$ cat src/rtl/fir_pkg.sv
// Shared constants, types and loader states for the 41-tap FIR filter and its
// coefficient loader.
package fir_pkg;
  localparam int FIR_NUM_TAPS = 41;
  localparam int FIR_COEFF_W  = 16;
  localparam int FIR_SEL_W    = 6;

  typedef logic [FIR_COEFF_W-1:0] fir_coeff_t;

  typedef enum logic [1:0] {
    IDLE,
    LOAD,
    DRAIN,
    DONE
  } loader_state_t;
endpackage

$ cat src/rtl/fir_coeff_loader.sv
// Streams one coefficient set into the FIR tap write port and flags length errors.
// Defining FIR_COEFF_LOADER_CHECKSUM_EN adds a running checksum output.
//
// state | meaning
// IDLE  | waiting for start
// LOAD  | writing one tap per accepted beat
// DRAIN | set too long; discarding beats up to s_last
// DONE  | one-cycle completion pulse
module fir_coeff_loader
  import fir_pkg::*;
#(
  parameter int NUM_TAPS = FIR_NUM_TAPS,
  parameter int COEFF_W  = FIR_COEFF_W,
  parameter int SEL_W    = FIR_SEL_W
) (
  input  logic               clk,
  input  logic               reset,
  input  logic               start,
  input  logic               s_valid,
  output logic               s_ready,
  input  logic [COEFF_W-1:0] s_data,
  input  logic               s_last,
  output logic               coeff_update,
  output logic [SEL_W-1:0]   coeff_sel,
  output logic [COEFF_W-1:0] new_coeff,
  output logic               busy,
  output logic               done,
  output logic               err,
  output logic [SEL_W-1:0]   tap_count
`ifdef FIR_COEFF_LOADER_CHECKSUM_EN
  ,
  output logic [COEFF_W-1:0] checksum
`endif
);

  loader_state_t      r_state;
  loader_state_t      w_next;
  logic [SEL_W-1:0]   r_index;
  logic [SEL_W-1:0]   r_tap_count;
  logic               r_err;
  logic               r_update;
  logic [SEL_W-1:0]   r_sel;
  logic [COEFF_W-1:0] r_coeff;
  logic               w_accept;
  logic               w_write;
  logic               w_at_last;
  logic               w_start;

  assign s_ready   = (r_state == LOAD) || (r_state == DRAIN);
  assign w_accept  = s_valid && s_ready;
  assign w_write   = w_accept && (r_state == LOAD);
  assign w_at_last = (r_index == SEL_W'(NUM_TAPS - 1));
  assign w_start   = start && (r_state == IDLE);

  always_comb begin
    w_next = r_state;
    case (r_state)
      IDLE:    if (start) w_next = LOAD;
      LOAD: begin
        if (w_accept) begin
          if (s_last)         w_next = DONE;
          else if (w_at_last) w_next = DRAIN;
        end
      end
      DRAIN:   if (w_accept && s_last) w_next = DONE;
      DONE:    w_next = IDLE;
      default: w_next = IDLE;
    endcase
  end

  always_ff @(posedge clk) begin
    if (reset) begin
      r_state     <= IDLE;
      r_index     <= '0;
      r_tap_count <= '0;
      r_err       <= 1'b0;
      r_update    <= 1'b0;
      r_sel       <= '0;
      r_coeff     <= '0;
    end else begin
      r_state  <= w_next;
      r_update <= 1'b0;
      if (w_start) begin
        r_index     <= '0;
        r_tap_count <= '0;
        r_err       <= 1'b0;
      end
      // the last tap index is held so an overlong set can never wrap onto tap 0
      if (w_write) begin
        r_update    <= 1'b1;
        r_sel       <= r_index;
        r_coeff     <= s_data;
        r_tap_count <= r_tap_count + SEL_W'(1);
        if (!w_at_last) r_index <= r_index + SEL_W'(1);
        if (w_at_last)   r_err <= !s_last;
        else if (s_last) r_err <= 1'b1;
      end
    end
  end

`ifdef FIR_COEFF_LOADER_CHECKSUM_EN
  logic [COEFF_W-1:0] r_checksum;

  always_ff @(posedge clk) begin
    if (reset)        r_checksum <= '0;
    else if (w_start) r_checksum <= '0;
    else if (w_write) r_checksum <= r_checksum + s_data;
  end

  assign checksum = r_checksum;
`endif

  assign coeff_update = r_update;
  assign coeff_sel    = r_sel;
  assign new_coeff    = r_coeff;
  assign busy         = (r_state != IDLE);
  assign done         = (r_state == DONE);
  assign err          = r_err;
  assign tap_count    = r_tap_count;

endmodule

$ cat config.mk
export PLATFORM = sky130hd
export DESIGN_NAME = fir_coeff_loader
export DESIGN_NICKNAME = d
export VERILOG_FILES = /design/src/rtl/fir_pkg.sv /design/src/rtl/fir_coeff_loader.sv
export SDC_FILE = /design/constraint.sdc
export NUM_CORES = 1
export LEC_CHECK = 0
export ABC_CLOCK_PERIOD_IN_PS = 1500
export CAP_MARGIN = 20
export CORE_MARGIN = 2
export CORE_UTILIZATION = 41
export DETAILED_ROUTE_END_ITERATION = 8
export GPL_TIMING_DRIVEN = 0
export PLACE_DENSITY_LB_ADDON = 0.12
export SYNTH_ARGS = -nofsm -noshare
export SYNTH_HDL_FRONTEND = slang
export SYNTH_SLANG_ARGS = --single-unit
$ cat constraint.sdc
create_clock -name clk -period 1.5 [get_ports clk]
set_input_delay 0.375 -clock clk [delete_from_list [all_inputs] [get_ports clk]]
set_output_delay 0.375 -clock clk [all_outputs]
set_load 0.02 [all_outputs]
==> results_dict.tcl, run 1 <==
set metrics [dict create \
    drtIter0Drc 98 \
    final_max_slew_viol_count 0 \
    r2r-end "r_index[5]" \
    fin_util_pct 74.8 \
    first_global_vias 1455 \
    die_h_um 67.2 \
    power_uw 3280 \
    wire_per_inst_um 14.0 \
    yosysWarnings 0 \
    fin_ws_ns -0.0771 \
    synth_compound_area_share_pct 15.9 \
    tightest_slew_ns 0.323 \
    numCtsBuffers 5 \
    synthAdderAreaFrac_pct 6.11 \
    leakage_uw 0.00130 \
    antenna_found_initial 0 \
    cp-start-kind "flop" \
    fin_crit_sh_pct 105 \
    drive_above_1_share_pct 37.3 \
    hold_start "new_coeff[12]" \
    slowest_stage "or4_4" \
    rsz0062_at_grt "true" \
    final.setup_skew_ns 0.00417 \
    critPathTopFamily "simple AND/OR/NAND/NOR gates" \
    finalHoldViolCount 0 \
    ios 54 \
    synth_fp_nets 229 \
    place_congestion 0.802 \
    vias 1618 \
    violations "setup timing" \
    clock-sinks 38 \
    hold_class "reg -> reg" \
    cts_tree "yes" \
    synth_mux_area_share_pct 1.30 \
    firstDrtPassIters 4 \
    synth_edf_count 0 \
    run_status "finished, violations left" \
    ant_nets 0 \
    worstSetupEndpoint "r_index[5]" \
    yosys_most_used_dff "dfxtp_1" \
    cts-hold-fix-buffers 0 \
    path_depth 6 \
    htree_levels 2 \
    fin_cells 319 \
    peakVddDrop_mv 1.42 \
    grt_max_degree 12 \
    placementRows 22 \
    crit_buf_inv 1 \
    max-slew-margin-rel_pct 78.4 \
    syn_area_per_cell_sq_um 8.19 \
    path_cells "inv_4 > ha_4 > nand3_4 > or4_4 > xor2_1 > nor2_1" \
    dpl.hpwl_um 2560 \
    layout_min_cycle_time_ns 1.58 \
    cp_data_required_time_ns 1.68 \
    initial_core_util_pct 43.8 \
    crit_arrival_ns 1.76 \
    worst_skew_pair.late_latency_ns 0.29 \
    powerDensity_nw_per_um2 1170 \
    drc 0 \
    preCtsSetupSlack_ns -0.397 \
    antenna_cells 0 \
    cts_max_path_buffers 2 \
    grt_overflow 0 \
    synth-xor-area-share_pct 2.14 \
    reg2reg_from "r_state[1]" \
    clockRootBuffer "clkbuf_8" \
    fillers 278 \
    yosysSeqAreaShare_pct 46.4 \
    track_usage_pct 19.5 \
    nNetsFinal 300 \
    synthSimpleGateAreaFrac_pct 23.3 \
    cp_slowest_stage_delay_ns 0.44 \
    viasPerCell 5.07 \
    area_growth_pct 70.9 \
    ys_async_sr_fraction_pct 0 \
    synth_cells 200 \
    grt_first_pass_wirelength_um 6580 \
    synth_area_sq_um 1640 \
    fp.dieArea_sq_um 4520 \
    maxCapViolations 0 \
    reg2reg_slack_ns -0.08 \
    ys_types 34 \
    ff2ff_path_depth 6 \
    crit_start "r_state[1]" \
    coreArea_sq_um 3740 \
    cp_max_fo 6 \
    ys_ff_latch 38 \
    wl_um 4480 \
    whs_ns 0.455 \
    synth_top_family_by_area "simple AND/OR/NAND/NOR gates" \
    fmax_mhz 634 \
    io_buffers 53 \
    dp.cells 301 \
    cp-end-kind "flop" \
    setup_viol 25 \
    clk_pin_slew_worst_paths_ns 0.07 \
    path_class "reg -> reg" \
    die_w_um 67.2 \
]
[cell families after synthesis]
logic type,Yosys count
simple gates,86
compound gates,45
flops,38
buf+inv,17
fa+ha+maj,8
xor+xnor,4
mux,2
[tightest hold or removal path, delay by kind of cell (launching register included)]
kind	cells	cell delay (ns)
compound gates	1	0.04
flops	1	0.31
simple gates	1	0.06
[cell type report]
| cell class | count | area, sq um | area share [%] |
|---|---|---|---|
| multi-input cells | 145 | 1120 | 40.1 |
| flip-flops and latches | 38 | 771 | 27.5 |
| repair buffers | 67 | 658 | 23.5 |
| plain buffers | 9 | 83.8 | 3.00 |
| clock buffers | 5 | 68.8 | 2.46 |
| well taps | 48 | 60.1 | 2.15 |
| inverters | 5 | 23.8 | 0.849 |
| clock inverters | 2 | 10.0 | 0.358 |
[power breakdown]
group	total, uW	switching [uW]	internal, uW	leakage (uW)
Clock	654	343	312	0.0000438
Combinational	1480	800	683	0.000950
Sequential	1140	49.5	1090	0.000309
[stage by stage]
stage | TNS, ns | instance area (sq um)
after floorplan | -0.0736 | 1690
after CTS | -0.270 | 2440
after detailed placement | -13.56 | 2280
after global routing | -1.86 | 2800
after global placement | -13.91 | 2280
final | -0.473 | 2800
[sequential cells by signal (all words and copies together) (netlist names)]
register	flops
coeff_sel	6
coeff_update	1
err	1
new_coeff	16
r_index	6
r_state	2
tap_count	6
[per-layer routing]
layer  GRT usage (%)  vias to the layer above  part of all wire (%)
li1                -                      813                     -
met1            25.0                      758                    45
met2            32.3                       40                    49
met3            3.83                        7                   4.2
met4            7.65                        0                   1.4
met5               0                        -                     0
[cell usage in the layout (no fill, tap or decap), drive strengths merged, types with 2 or more instances in the layout]
master / n
xor2: 3
dlygate4sd2: 30
nand2: 50
nand3: 6
dfxtp: 38
a211oi: 4
ha: 8
nor2: 16
inv: 5
nand4: 3
buf: 20
a21oi: 34
clkdlybuf4s50: 19
nor3: 3
o21ai: 2
clkbuf: 11
clkinv: 2
nand2b: 2
[how the worst min path moves through the flow]
stage,to,cells after the start
after floorplan,coeff_sel[4],2
after global placement,new_coeff[6],2
after detailed placement,new_coeff[5],2
after CTS,new_coeff[5],2
after global routing,coeff_sel[1],2
final,new_coeff[12],2
[synthesized netlist by cell type (2+ instances only)]
library cell | number | area, sq um
a211oi_1 | 4 | 30.0
a21oi_1 | 33 | 165
buf_2 | 3 | 15.0
clkbuf_1 | 6 | 22.5
dfxtp_1 | 38 | 761
ha_1 | 8 | 100
inv_1 | 5 | 18.8
nand2_1 | 50 | 188
nand2b_1 | 2 | 12.5
nand3_1 | 5 | 25.0
nand4_1 | 3 | 18.8
nor2_1 | 16 | 60.1
nor3_1 | 3 | 15.0
o21ai_0 | 2 | 10.0
xor2_1 | 3 | 26.3
[repair_timing]
item,4_1_cts,5_1_grt
cloned,0,3
setup endpoints to repair,71,39
hold endpoints to repair,0,0
setup buffers,10,1
resized for setup,65,77
pin swaps,4,40
(Power assumes the default switching activity.)
==> run 2, diff against run 1 <==
CORE_UTILIZATION = 40   (was 41)
SETUP_SLACK_MARGIN = 0.5   (was default)
==> run 2 against run 1 <==
Against the previous run: worst setup slack lost 0.0054 ns; worst hold slack gained 0.0096 ns; highest routed layer unchanged; core utilization grew 3.9 points; critical path type unchanged; the run still ends with setup timing left; routed wire length grew 9.4%; clock power grew 67%; clock skew grew 0.0055 ns; die area grew 2.3%.
==> results_dict.tcl, run 2 (synthesis results as in run 1) <==
set metrics [dict create \
    run_status "finished, violations left" \
    violations "setup timing" \
    initial_core_util_pct 41.2 \
    power_uw 3970 \
    maxCapViolations 0 \
    drive_above_1_share_pct 61.0 \
    crit_arrival_ns 1.81 \
    fin_util_pct 78.6 \
    io_buffers 53 \
    first_global_vias 1481 \
    wire_per_inst_um 14.5 \
    max-slew-margin-rel_pct 71.3 \
    die_h_um 68.0 \
    cp-end-kind "flop" \
    rsz0062_at_grt "true" \
    finalHoldViolCount 0 \
    die_w_um 68.0 \
    hold_class "reg -> reg" \
    largest_reg_flops 16 \
    numCtsBuffers 5 \
    drtIter0Drc 73 \
    grt_util_met3_pct 7.07 \
    fin_ws_ns -0.0825 \
    peakVddDrop_mv 0.755 \
    wl_um 4900 \
    fin_crit_sh_pct 105 \
    layout_common_cells "buf_6 (36), nand2_1 (34), dfxtp_2 (28)" \
    worst_skew_pair.late_latency_ns 0.30 \
    clockRootBuffer "clkbuf_8" \
    placementRows 23 \
    tightest_slew_ns 0.430 \
    fp.dieArea_sq_um 4620 \
    nNetsFinal 315 \
    final_common_cell "buf_6" \
    cp_data_required_time_ns 1.72 \
    final.setup_skew_ns 0.00968 \
    fillers 261 \
    cts_max_path_buffers 2 \
    cts_tree "yes" \
    fin_setup_tns_ns -1.77 \
    antenna_cells 0 \
    ios 54 \
    antenna_found_initial 0 \
    powerDensity_nw_per_um2 1270 \
    track_usage_pct 20.1 \
    viasPerCell 5.07 \
    htree_levels 2 \
    clock-sinks 38 \
    preCtsSetupSlack_ns -0.423 \
    vias 1710 \
    place_congestion 0.799 \
    setup_viol 35 \
    grtUsageMet1_pct 24.7 \
    grt_util_met2_pct 33.3 \
    fmax_mhz 632 \
    grt_max_degree 13 \
    firstDrtPassIters 4 \
    cpMostUsedCell "buf_8" \
    leakage_uw 0.00133 \
    layout_min_cycle_time_ns 1.58 \
    grt_first_pass_wirelength_um 6920 \
    drc 0 \
    dpl.hpwl_um 2690 \
    final_max_slew_viol_count 0 \
    cp_max_fo 6 \
    grt_overflow 0 \
    area_growth_pct 90.7 \
    path_cells "inv_4 > ha_4 > and3_4 > buf_8 > buf_12 > buf_8 > nand2_1 > a21oi_2" \
    slowest_stage "dfxtp_4" \
    coreArea_sq_um 3970 \
    cp-start-kind "flop" \
    path_class "reg -> reg" \
    clk_pin_slew_worst_paths_ns 0.08 \
    grt-busiest-layer "met2" \
    cp_slowest_stage_delay_ns 0.37 \
    ant_nets 0 \
]
run 2: through the flow:
| stage | hold WS, ns | instance area (sq um) | cells |
|---|---|---|---|
| 2_1_floorplan | 0.459 | 1700 | 200 |
| 3_3_place_gp | 0.442 | 2290 | 303 |
| 3_5_place_dp | 0.448 | 2290 | 303 |
| 4_1_cts | 0.464 | 2730 | 325 |
| 5_1_grt | 0.477 | 3120 | 337 |
| 6_report | 0.465 | 3120 | 337 |
run 2: per-layer routing:
| layer | vias to the layer above | wire length [um] | part of all wire, % |
|---|---|---|---|
| met3 | 13 | 250 | 5.1 |
| met2 | 44 | 2540 | 52 |
| met1 | 801 | 2010 | 41 |
| li1 | 852 | - | - |
| met4 | 0 | 97 | 2.0 |
| met5 | - | 0 | 0 |
run 2: power breakdown:
| part | leakage [uW] | internal [uW] | switching (uW) |
|---|---|---|---|
| combinational | 0.000928 | 861 | 851 |
| sequential | 0.000326 | 1100 | 69.4 |
| clock | 0.0000714 | 709 | 377 |
| total | 0.00133 | 2670 | 1300 |
run 2: timing repair:
item | in CTS | in global routing
buffers inserted | 13 | 9
resized for setup | 256 | 71
setup endpoints to repair | 71 | 71
hold buffers | 0 | 0
gates cloned | 1 | 3
pin swaps | 12 | 38
run 2: cell type report:
class	instances	area, sq um	share of cell area (%)
buffer	12	133	4.25
clock buffer	6	82.6	2.64
clock inverter	2	60.1	1.92
inverter	5	26.3	0.841
multi-input combinational	145	1100	35.2
sequential	38	818	26.2
tap	50	62.6	2.00
timing repair buffer	79	842	27.0
run 2: path summary, 6_finish.rpt:
| check | from | end | slack (ns) | cells after the start |
|---|---|---|---|---|
| worst max-delay path | r_state[0] | new_coeff[9] | -0.08 | 8 |
| worst max register to register | r_state[0] | new_coeff[9] | -0.08 | 8 |
| worst min-delay path | new_coeff[8] | new_coeff[8] | 0.47 | 2 |
| worst min register to register | new_coeff[8] | new_coeff[8] | 0.47 | 2 |
run 2: critical path: cells and delay by family (launching register included):
family                   cells  cell delay (ns)
AO/OA/AOI/OAI                1             0.12
adder cells (fa/ha/maj)      1             0.30
buffers and inverters        4             0.46
flip-flops                   1             0.37
AND/OR/NAND/NOR              2             0.26
==> run 3, diff against run 2 <==
CORE_UTILIZATION = 35   (was 40)
==> run 3 against run 2 <==
Against the previous run: the run still ends with setup timing left; global-route usage fell by 3.5 points; flip-flop and latch count unchanged; via count shrank 0.88%; routed wire length shrank 6.6%; clock power shrank 39%; first-iteration DRC count grew 9.6%; non-clock buffer count up 5; final area is 3.4% lower; critical endpoint is now r_index[0]; largest power group unchanged.
==> results_dict.tcl, run 3 (synthesis results as in run 1) <==
set metrics [dict create \
    area_growth_pct 84.1 \
    io_buffers 53 \
    powerDensity_nw_per_um2 1120 \
    cts_max_path_buffers 2 \
    firstDrtPassIters 5 \
    grtUsageMet1_pct 21.2 \
    cp_slowest_stage_delay_ns 0.37 \
    initial_core_util_pct 36.9 \
    crit_start "r_state[1]" \
    antenna_cells 0 \
    clockRootBuffer "clkbuf_8" \
    tightest_slew_ns 0.350 \
    switching_share_pct 35.4 \
    preCtsSetupSlack_ns -0.462 \
    slowest_stage "dfxtp_4" \
    worst_skew_pair.late_latency_ns 0.29 \
    dpl.hpwl_um 2690 \
    nNetsFinal 320 \
    place_congestion 0.737 \
    grt_max_degree 12 \
    coreArea_sq_um 4440 \
    wl_um 4580 \
    setup_viol 30 \
    fin_cells 343 \
    cp_data_required_time_ns 1.72 \
    reg2reg_from "r_state[1]" \
    ff2ff_path_depth 7 \
    fillers 361 \
    ios 54 \
    fin_crit_sh_pct 105 \
    drc 0 \
    r2r-end "r_index[0]" \
    viasPerCell 4.94 \
    final.setup_skew_ns 0.00340 \
    htree_levels 2 \
    clk_pin_slew_worst_paths_ns 0.07 \
    worstSetupEndpoint "r_index[0]" \
    fin_setup_tns_ns -1.50 \
    first_global_vias 1481 \
    grt_overflow 0 \
    grt_util_met2_pct 27.3 \
    violations "setup timing" \
    seqPwrFrac_pct 34.6 \
    drtIter0Drc 80 \
    drive_above_1_share_pct 57.7 \
    peakVddDrop_mv 0.548 \
    crit_arrival_ns 1.80 \
    cts-hold-fix-buffers 0 \
    grt_first_pass_wirelength_um 6840 \
    fin_area_sq_um 3020 \
    run_status "finished, violations left" \
    rsz0062_at_grt "true" \
    max-slew-margin-rel_pct 76.6 \
    vias 1695 \
    cp-end-kind "flop" \
    antenna_found_initial 0 \
    die_h_um 72.4 \
    grt_util_met3_pct 4.03 \
    dpl_cell_area_sq_um 2290 \
    clkPwrFrac_pct 19.5 \
    grt-busiest-layer "met2" \
    final_common_cell "nand2_1" \
    ant_nets 0 \
    intPower_uw 2190 \
    clock-sinks 38 \
    leakage_uw 0.00126 \
    reg2reg_slack_ns -0.08 \
    cts_tree "yes" \
    cp-start-kind "flop" \
    p_sw_uw 1200 \
    path_cells "inv_4 > ha_4 > nand3_4 > buf_6 > a21oi_4 > mux2_4 > nor2_1" \
    hold_class "reg -> reg" \
    path_class "reg -> reg" \
    track_usage_pct 16.5 \
    maxCapViolations 0 \
    layout_min_cycle_time_ns 1.58 \
    finalHoldViolCount 0 \
    final_max_slew_viol_count 0 \
    numCtsBuffers 5 \
    layout_common_cells "nand2_1 (38), buf_6 (37), dfxtp_2 (28)" \
    whs_ns 0.463 \
    largest_reg_flops 16 \
    placementRows 24 \
    fmax_mhz 634 \
    fp.dieArea_sq_um 5240 \
    die_w_um 72.4 \
    wire_per_inst_um 13.3 \
    regArea_sq_um 818 \
    dp.cells 305 \
    fin_ws_ns -0.0781 \
    multi_input_area_sq_um 1040 \
    share_comb_of_total_power_pct 45.8 \
    cp_max_fo 6 \
]
==> run 3: routing by layer <==
metal	vias up	share of wire (%)
met3	6	4.2
met5	-	0
met1	793	44
li1	858	-
met2	38	51
met4	0	0.96
==> run 3: worst max-delay path, delay by kind of cell (launching register included) <==
kind / cells / cell delay [ns]
adder cells (fa/ha/maj): 1 / 0.30
multiplexers: 1 / 0.32
AND/OR/NAND/NOR: 2 / 0.18
buffers and inverters: 2 / 0.19
AO/OA/AOI/OAI: 1 / 0.15
flip-flops: 1 / 0.37
==> run 3: stage by stage <==
step	util [%]	total power (uW)
2_1_floorplan	-	1960
3_3_place_gp	51.6	2330
3_5_place_dp	51.6	2340
4_1_cts	58.7	3150
5_1_grt	67.8	3580
6_report	67.8	3390
==> run 3: worst min-delay path by stage <==
| stage | startpoint | endpoint | slack (ns) | depth (start not counted) |
|---|---|---|---|---|
| 2_1_floorplan | r_index[4] | coeff_sel[4] | 0.46 | 2 |
| 3_3_place_gp | new_coeff[4] | new_coeff[4] | 0.44 | 2 |
| 3_5_place_dp | new_coeff[7] | new_coeff[7] | 0.45 | 2 |
| 4_1_cts | new_coeff[7] | new_coeff[7] | 0.46 | 2 |
| 5_1_grt | new_coeff[2] | new_coeff[2] | 0.49 | 2 |
| 6_report | new_coeff[0] | new_coeff[0] | 0.46 | 2 |
==> run 3: timing repair <==
action                     in CTS  in global routing
setup endpoints to repair      71                 71
pin swaps                       5                 28
gates resized for setup       253                 56
gates cloned                    0                  3
buffers inserted               12                 16
==> run 3: cell type report <==
| type | instances | area share, % |
|---|---|---|
| clock buffers | 5 | 2.28 |
| multi-input cells | 145 | 34.5 |
| flip-flops and latches | 38 | 27.1 |
| clock inverters | 2 | 0.332 |
| repair buffers | 84 | 28.6 |
| plain buffers | 12 | 4.15 |
| inverters | 5 | 0.871 |
| well taps | 52 | 2.16 |
==> run 3: power groups by stage <==
| stage | Clock (uW) | Sequential (uW) | Combinational, uW |
|---|---|---|---|
| floorplan | 0 | 1220 | 743 |
| global placement | 0 | 1170 | 1160 |
| detailed placement | 0 | 1170 | 1160 |
| CTS | 684 | 1170 | 1300 |
| global route | 733 | 1180 | 1670 |
| finish | 662 | 1170 | 1550 |
